$ cat config.mk
export PLATFORM = sky130hd
export DESIGN_NAME = ring_decoder
export DESIGN_NICKNAME = d
export VERILOG_FILES = /design/src/rtl/ring_decoder.sv
export SDC_FILE = /design/constraint.sdc
export NUM_CORES = 1
export LEC_CHECK = 0
export ABC_AREA = 0
export CAP_MARGIN = 30
export CORE_MARGIN = 10
export CORE_UTILIZATION = 52
export DETAILED_ROUTE_END_ITERATION = 10
export PLACE_DENSITY = 0.77
export SYNTH_ARGS = -nofsm -noshare
export SYNTH_HDL_FRONTEND = slang
export SYNTH_SLANG_ARGS = --single-unit
$ cat constraint.sdc
create_clock -name clk -period 2.8 [get_ports clk]
set_clock_uncertainty 0.15 [all_clocks]
set_input_delay 0.42 -clock clk [delete_from_list [all_inputs] [get_ports clk]]
set_output_delay 0.42 -clock clk [all_outputs]
set_load 0.05 [all_outputs]
$ cat src/rtl/ring_decoder.sv
// Decodes a one-hot ring pattern to a binary index and monitors rotation lock.
// Latency: 1 cycle, all outputs registered.
// Backpressure: none; ring_valid=0 freezes all state, and a pending err pulse still clears.
module ring_decoder #(
    parameter int WIDTH      = 4,
    parameter int LOCK_COUNT = 3,
    parameter int ERR_W      = 8
) (
    input  logic                     clk,
    input  logic                     rst,
    input  logic [WIDTH-1:0]         ring_in,
    input  logic                     ring_valid,
    output logic [$clog2(WIDTH)-1:0] idx,
    output logic                     idx_valid,
    output logic                     locked,
    output logic                     err,
    output logic [ERR_W-1:0]         err_count
);

    localparam int IDX_W = $clog2(WIDTH);
    localparam int CNT_W = $clog2(LOCK_COUNT + 1);
    localparam logic [CNT_W-1:0] CNT_ONE  = CNT_W'(1);
    localparam logic [CNT_W-1:0] CNT_LOCK = CNT_W'(LOCK_COUNT);
    localparam logic [ERR_W-1:0] ERR_MAX  = '1;

    typedef enum logic [1:0] {
        HUNT   = 2'd0,
        VERIFY = 2'd1,
        LOCKED = 2'd2
    } state_t;

    state_t           state;
    logic [CNT_W-1:0] count;
    logic [WIDTH-1:0] expected;

    logic             onehot;
    logic [IDX_W-1:0] enc;
    logic [WIDTH-1:0] rot_in;
    logic             match;
    logic [CNT_W-1:0] count_nxt;
    logic [ERR_W-1:0] err_count_inc;

    // Sample classification: one-hot test, bit-position encode, next expected pattern.
    always_comb begin
        onehot = (ring_in != '0) && ((ring_in & (ring_in - WIDTH'(1))) == '0);
        enc    = '0;
        for (int k = 0; k < WIDTH; k++) begin
            if (ring_in[k]) begin
                enc = IDX_W'(k);
            end
        end
        // The set bit walks from MSB toward LSB and wraps back to the MSB.
        rot_in        = {ring_in[0], ring_in[WIDTH-1:1]};
        // In VERIFY/LOCKED expected is always one-hot, so a match implies a one-hot sample.
        match         = (ring_in == expected);
        count_nxt     = count + CNT_ONE;
        err_count_inc = (err_count == ERR_MAX) ? err_count : err_count + ERR_W'(1);
    end

    // Lock FSM with registered decode, lock, error pulse and saturating error counter.
    always_ff @(posedge clk) begin
        if (!rst) begin
            state     <= HUNT;
            count     <= '0;
            expected  <= '0;
            idx       <= '0;
            idx_valid <= 1'b0;
            locked    <= 1'b0;
            err       <= 1'b0;
            err_count <= '0;
        end else begin
            // err is a single-cycle pulse regardless of ring_valid.
            err <= 1'b0;
            if (ring_valid) begin
                idx_valid <= onehot;
                if (onehot) begin
                    idx <= enc;
                end
                case (state)
                    HUNT: begin
                        if (onehot) begin
                            state    <= VERIFY;
                            count    <= CNT_ONE;
                            expected <= rot_in;
                        end
                    end
                    VERIFY: begin
                        if (match) begin
                            count    <= count_nxt;
                            expected <= rot_in;
                            if (count_nxt == CNT_LOCK) begin
                                state  <= LOCKED;
                                locked <= 1'b1;
                            end
                        end else if (onehot) begin
                            count    <= CNT_ONE;
                            expected <= rot_in;
                        end else begin
                            state <= HUNT;
                            count <= '0;
                        end
                    end
                    LOCKED: begin
                        if (match) begin
                            expected <= rot_in;
                        end else begin
                            locked    <= 1'b0;
                            err       <= 1'b1;
                            err_count <= err_count_inc;
                            if (onehot) begin
                                state    <= VERIFY;
                                count    <= CNT_ONE;
                                expected <= rot_in;
                            end else begin
                                state <= HUNT;
                                count <= '0;
                            end
                        end
                    end
                    default: begin
                        state  <= HUNT;
                        count  <= '0;
                        locked <= 1'b0;
                    end
                endcase
            end
        end
    end

endmodule
* Word-level counts from Yosys, hierarchy flattened
Index checks and enable logic that the tools add are counted.
** Cells by class
- Add/subtract/negate cells :: 3
- Equal/unequal tests :: 11
- Mux-type cells :: 20
- Bitwise logic cells :: 4
- Reduce and logical (&&, ||, !) cells :: 13
** Operator list (count)
- $mux 2 :: 8
- $pmux 2 s3 :: 2
- $reduce_and 5->1 :: 2
- $add 8x1->8 const B :: 1
- $eq 8x8->1 const B :: 1
- $mux 4 :: 2
- $ne 2x2->1 const B :: 4
- $pmux 4 s2 :: 1
- $mux 1 :: 6
- $ne 3x3->1 const B :: 2
- $reduce_and 3->1 :: 2
- $and 4x4->4 :: 1
- $eq 2x2->1 const B :: 2
- $eq 4x4->1 :: 1
- $logic_not 4->1 :: 1
- $reduce_and 2->1 :: 2
- $reduce_and 4->1 :: 1
- $reduce_bool 4->1 :: 1
- $sub 4x1->4 const B :: 1
- $not 1->1 :: 3
- $pmux 1 s3 :: 1
- $add 2x1->2 const B :: 1
- $eq 2x1->1 const B :: 1
- $logic_not 2->1 :: 1
- other kinds (3) :: 3
** Word-level totals
- Register bits :: 21
- Input port bits :: 7
- Output and inout port bits :: 13
- Word-level logic and storage cells :: 59

* Depth between registers and ports, before layout
- Depth in word-level cells :: 7
- Depth in mapped cells :: 7
- Gate-level depth less buffers :: 7

* Least setup slack after synthesis
No wires, ideal clock.
- Path kind :: input to register
- From :: input port ring_in[3]
- To :: register count[1]
- Library setup time :: 70 ps
- Data arrival time :: 1915 ps
- Data required time :: 2580 ps
- Slack :: 665 ps
- Stages on the path :: 6
- Path buffers :: 1
- Cell sequence :: buf_2 -> nor4b_2 -> a211oi_1 -> a221o_1 -> or4_1 -> a21oi_1
** On the way
- Cells in the longest elaborated chain, start to end :: 6
- Elaborated cells on any way between the ends :: 11
- Those cells by class :: add/sub (1); eq/ne (3); mux (2); bitwise (1); reduce/logical (4)
** RTL lines
- from (decl) :: line 11 : input logic [WIDTH-1:0] ring_in,
- $sub 4x1->4 :: line 45 : onehot = (ring_in != '0) && ((ring_in & (ring_in - WIDTH'(1))) == '0);
- $and 4x4->4 :: line 45
- $logic_not 4->1 :: line 45
- $logic_and 1x1->1 :: line 45
- $ne 2x2->1 (no source line)
- $reduce_and 3->1 (no source line)
- to (signal assigned) :: line 89 : count <= count_nxt;
- to (decl) :: line 33 : logic [CNT_W-1:0] count;
Several ways; a longest one is shown, not always the timed one.
A chain may end at the register's enable or synchronous reset.

* Final worst setup path
- From :: input port ring_in[1]
- To :: register locked
** On the way
- Cells in the longest elaborated chain, start to end :: 3
- Elaborated cells on any way between the ends :: 4
- Those cells by class :: eq/ne (3); reduce/logical (1)
** RTL lines
- $eq 4x4->1 (*) :: line 55 : match = (ring_in == expected);
- $ne 2x2->1 (no source line)
- $reduce_and 5->1 (no source line) (*)
- to (signal assigned) :: line 68 : locked <= 1'b0;
- to (signal assigned) :: line 93 : locked <= 1'b1;
- to (signal assigned) :: line 107 : locked <= 1'b0;
- to (decl) :: line 15 : output logic locked,
Mark *: on every way between the ends. The rest lies on a longest branch, timed or not.

==> flow_summary.yaml <==
routing:
  drtIter0Drc: 41
  dr.pass1.iters: 4
  via_per_inst: 5.685
  drc: 0
  postRouteAntennaNets: 0
  totalWireLength_mm: 2.699
  dr_total_vias: 1029
  avgRoutedWirePerCell_um: 14.91
final_layout:
  fin_nets: 167
  syn2layout_area_growth_pct: 20.55
  drive_gt1_share_pct: 9.150
  finalCoreUtilization_pct: 65.33
  fin_cells: 181
  diodes: 0
  n_fill_cell: 195
power_and_ir_drop:
  pwr-share-clk_pct: 25.8
  powerDensity_nw_per_um2: 393.5
  power_leakage_uw: 0.0004894
  switching_power_uw: 159.6
  seq_power_share_pct: 55.7
  peakVddDrop_v: 0.0002454
  p_int_uw: 403.6
  switching_share_pct: 28.34
  p_comb_share_pct: 18.5
  p_total_uw: 563.3
yosys:
  synthTopCellsByCount: "dfxtp_1 (21), nor2_1 (16), a21oi_1 (10)"
  yosys_warnings: 0
  synth_top_family_by_area: "simple AND/OR/NAND/NOR gates"
  synth_edf_count: 0
  yosysMostFrequentCell: "dfxtp_1"
  syn_avg_cell_area_um2: 8.928
  netlist_area_um2: 1187
  synth_xor_xnor_area_share_pct: 12.12
  synth_ff_type: "dfxtp_1"
  seq_area_frac_synth_pct: 35.41
  synth_area_leaders: "dfxtp_1 (35%), ha_1 (6.3%), xnor2_1 (5.9%), xor2_2 (5.5%), nor2_1 (5.1%)"
  ys_ff_latch: 21
  yosys.area.top_type_share_pct: 35.41
  synth_cell_types: 38
  synth_adder_area_share_pct: 6.322
  ys_async_sr_fraction_pct: 0
  synth_simple_gate_area_share_pct: 22.13
  synth-compound-area-share_pct: 18.23
  yosys.area.top_type: "dfxtp_1"
  synthMuxAreaShare_pct: 1.686
  synthesis.nets: 146
  synthCells: 133
die:
  ios: 20
  fp.dieArea_um2: 4595
  std_cell_rows: 17
  die_x_um: 67.79
  start_util_pct: 54.20
  fp.dieH_um: 67.79
  coreArea_um2: 2191
critical_path:
  required_ns: 2.92
  worstSetupPathType: "input pin to flop"
  critPathLaunchType: "input pin"
  critPathTopFamily: "compound AO/OA/AOI/OAI gates"
  worstPathArrival_ns: 2.64
  critPathBufInv: 1
  crit_path_top_delay_cell: "clkdlybuf4s50_1"
  ff2ff_path_depth: 5
  crit_path_max_incr_delay_ns: 0.68
  crit_chain: "clkdlybuf4s50_1 -> xor2_2 -> nor4_4 -> nand2_1 -> a2111oi_0 -> o21a_1"
  worst_setup_path_end_kind: "flop"
  rr_startpoint: "expected[1]"
  r2r_end: "locked"
  path_max_fanout: 10
  rrSetupSlack_ns: 0.69
worst_hold_path:
  hp-start: "locked"
  whs_endpoint: "locked"
  min_delay_path_depth: 1
  hold_path_class: "flop to flop"
clocking:
  cts_tree: "built"
  post_cts_buffers: 0
  insertion_delay_ns: 0.31
  numCtsBuffers: 3
  cts_buffer_depth: 2
  postCtsHoldBufs: 0
  cts-root-buf: "clkbuf_4"
  clkSinkCount: 21
  cts_resized: 0
  clk_pin_slew_ns: 0.12
  htree_levels: 1
timing:
  maxSlewHeadroom_pct: 58.56
  min_period_over_period_pct: 89.97
  tightest_slew_ns: 0.6209
  finalSetupTns_ns: 0
  setup-violations-final: 0
  holdWs_ns: 0.3422
  fmax_ghz: 0.3969
  hold_violations: 0
  rsz0062_at_grt: "false"
  report.final.slew_viol_count: 0
  finalCriticalPeriod_ns: 2.519
global_routing:
  grt_pass1_wl_mm: 4.588
  gr-usage-all-layers_pct: 12.85
  met1_usage_pct: 14.15
  grt_pass1_vias: 1035
  grt_max_degree: 21
  gr-usage-met2_pct: 21.71
  met3_usage_pct: 4.793
  gr-total-overflow: 0
  antenna_found_initial: 0
  busiest_layer: "met2"
placement:
  portBuffers: 19
  dpl.hpwl_mm: 2.090
  gp_congestion: 0.8882
  place_inst: 177
run_status:
  status: "finished, final reports clean"
job:
  cap_violations: 0
-- layout make-up --
| cell class | instances | area, µm² | area share [%] |
|---|---|---|---|
| inverters | 5 | 18.77 | 1.311 |
| flip-flops and latches | 21 | 420.4 | 29.37 |
| clock buffers | 4 | 26.28 | 1.836 |
| repair buffers | 22 | 212.7 | 14.86 |
| multi-input cells | 101 | 718.2 | 50.17 |
| well taps | 28 | 35.03 | 2.448 |
-- stage by stage --
stage | setup WS (ns) | area, µm²
final | 0.2807 | 1431
after global routing | 0.1925 | 1431
after CTS | 0.2726 | 1431
after detailed placement | 0.01234 | 1405
after global placement | 0.08342 | 1405
after floorplan | 0.6650 | 1187
-- state kept, by name, indices dropped and copies added (netlist names) --
signal	count
locked	1
expected	4
state	2
idx_valid	1
count	2
idx	2
err_count	8
err	1
-- per-layer routing --
| layer | vias up | share of wire [%] |
|---|---|---|
| met5 | - | 0 |
| met4 | 0 | 1.5 |
| met3 | 5 | 5.1 |
| met2 | 15 | 48 |
| met1 | 496 | 45 |
| li1 | 513 | - |
-- how the worst max path moves through the flow --
| stage | startpoint | to | cells past startpoint |
|---|---|---|---|
| floorplan | ring_in[3] | count[1] | 6 |
| global placement | ring_in[0] | count[1] | 6 |
| detailed placement | ring_in[0] | count[1] | 6 |
| CTS | ring_in[1] | locked | 6 |
| global route | ring_in[1] | locked | 6 |
| finish | ring_in[1] | locked | 6 |
-- power by group through the flow --
stage               registers (µW)  logic, µW  clock network, µW
floorplan                      328       66.6                  0
global placement               320        101                  0
detailed placement             321        103                  0
CTS                            314        104                154
global route                   315        115                167
finish                         314        104                145
-- cells by family after synthesis --
family / count (synthesis)
and+or+nand+nor: 48
DFF: 21
xor gates and xnor gates: 13
muxes: 2
buffers and inverters: 11
AOI/OAI and AO/OA: 32
adders and majority gates: 6
-- layout by cell type (no fill, tap or decap) --
cell	instances
dfxtp_1	21
clkdlybuf4s50_1	19
nor2_1	16
a21oi_1	10
nand3_1	8
xnor2_1	8
nand2_1	8
ha_1	6
inv_1	5
xor2_2	4
a211oi_1	4
o21ai_0	4
nor4_1	3
clkbuf_4	3
buf_4	3
nand4_1	2
nor3_1	2
nor4b_2	2
nand2b_1	2
o21ai_1	2
mux2i_1	2
a2111oi_0	2
and2_1	1
o41ai_2	1
nor3b_1	1
nor4_4	1
xor2_1	1
a21boi_0	1
a211o_1	1
a21boi_1	1
a221o_1	1
o41ai_1	1
a21o_1	1
a311oi_1	1
or3_1	1
a31oi_1	1
o21a_1	1
or4_1	1
clkbuf_1	1
No activity file was read; power rests on OpenSTA's default activity.
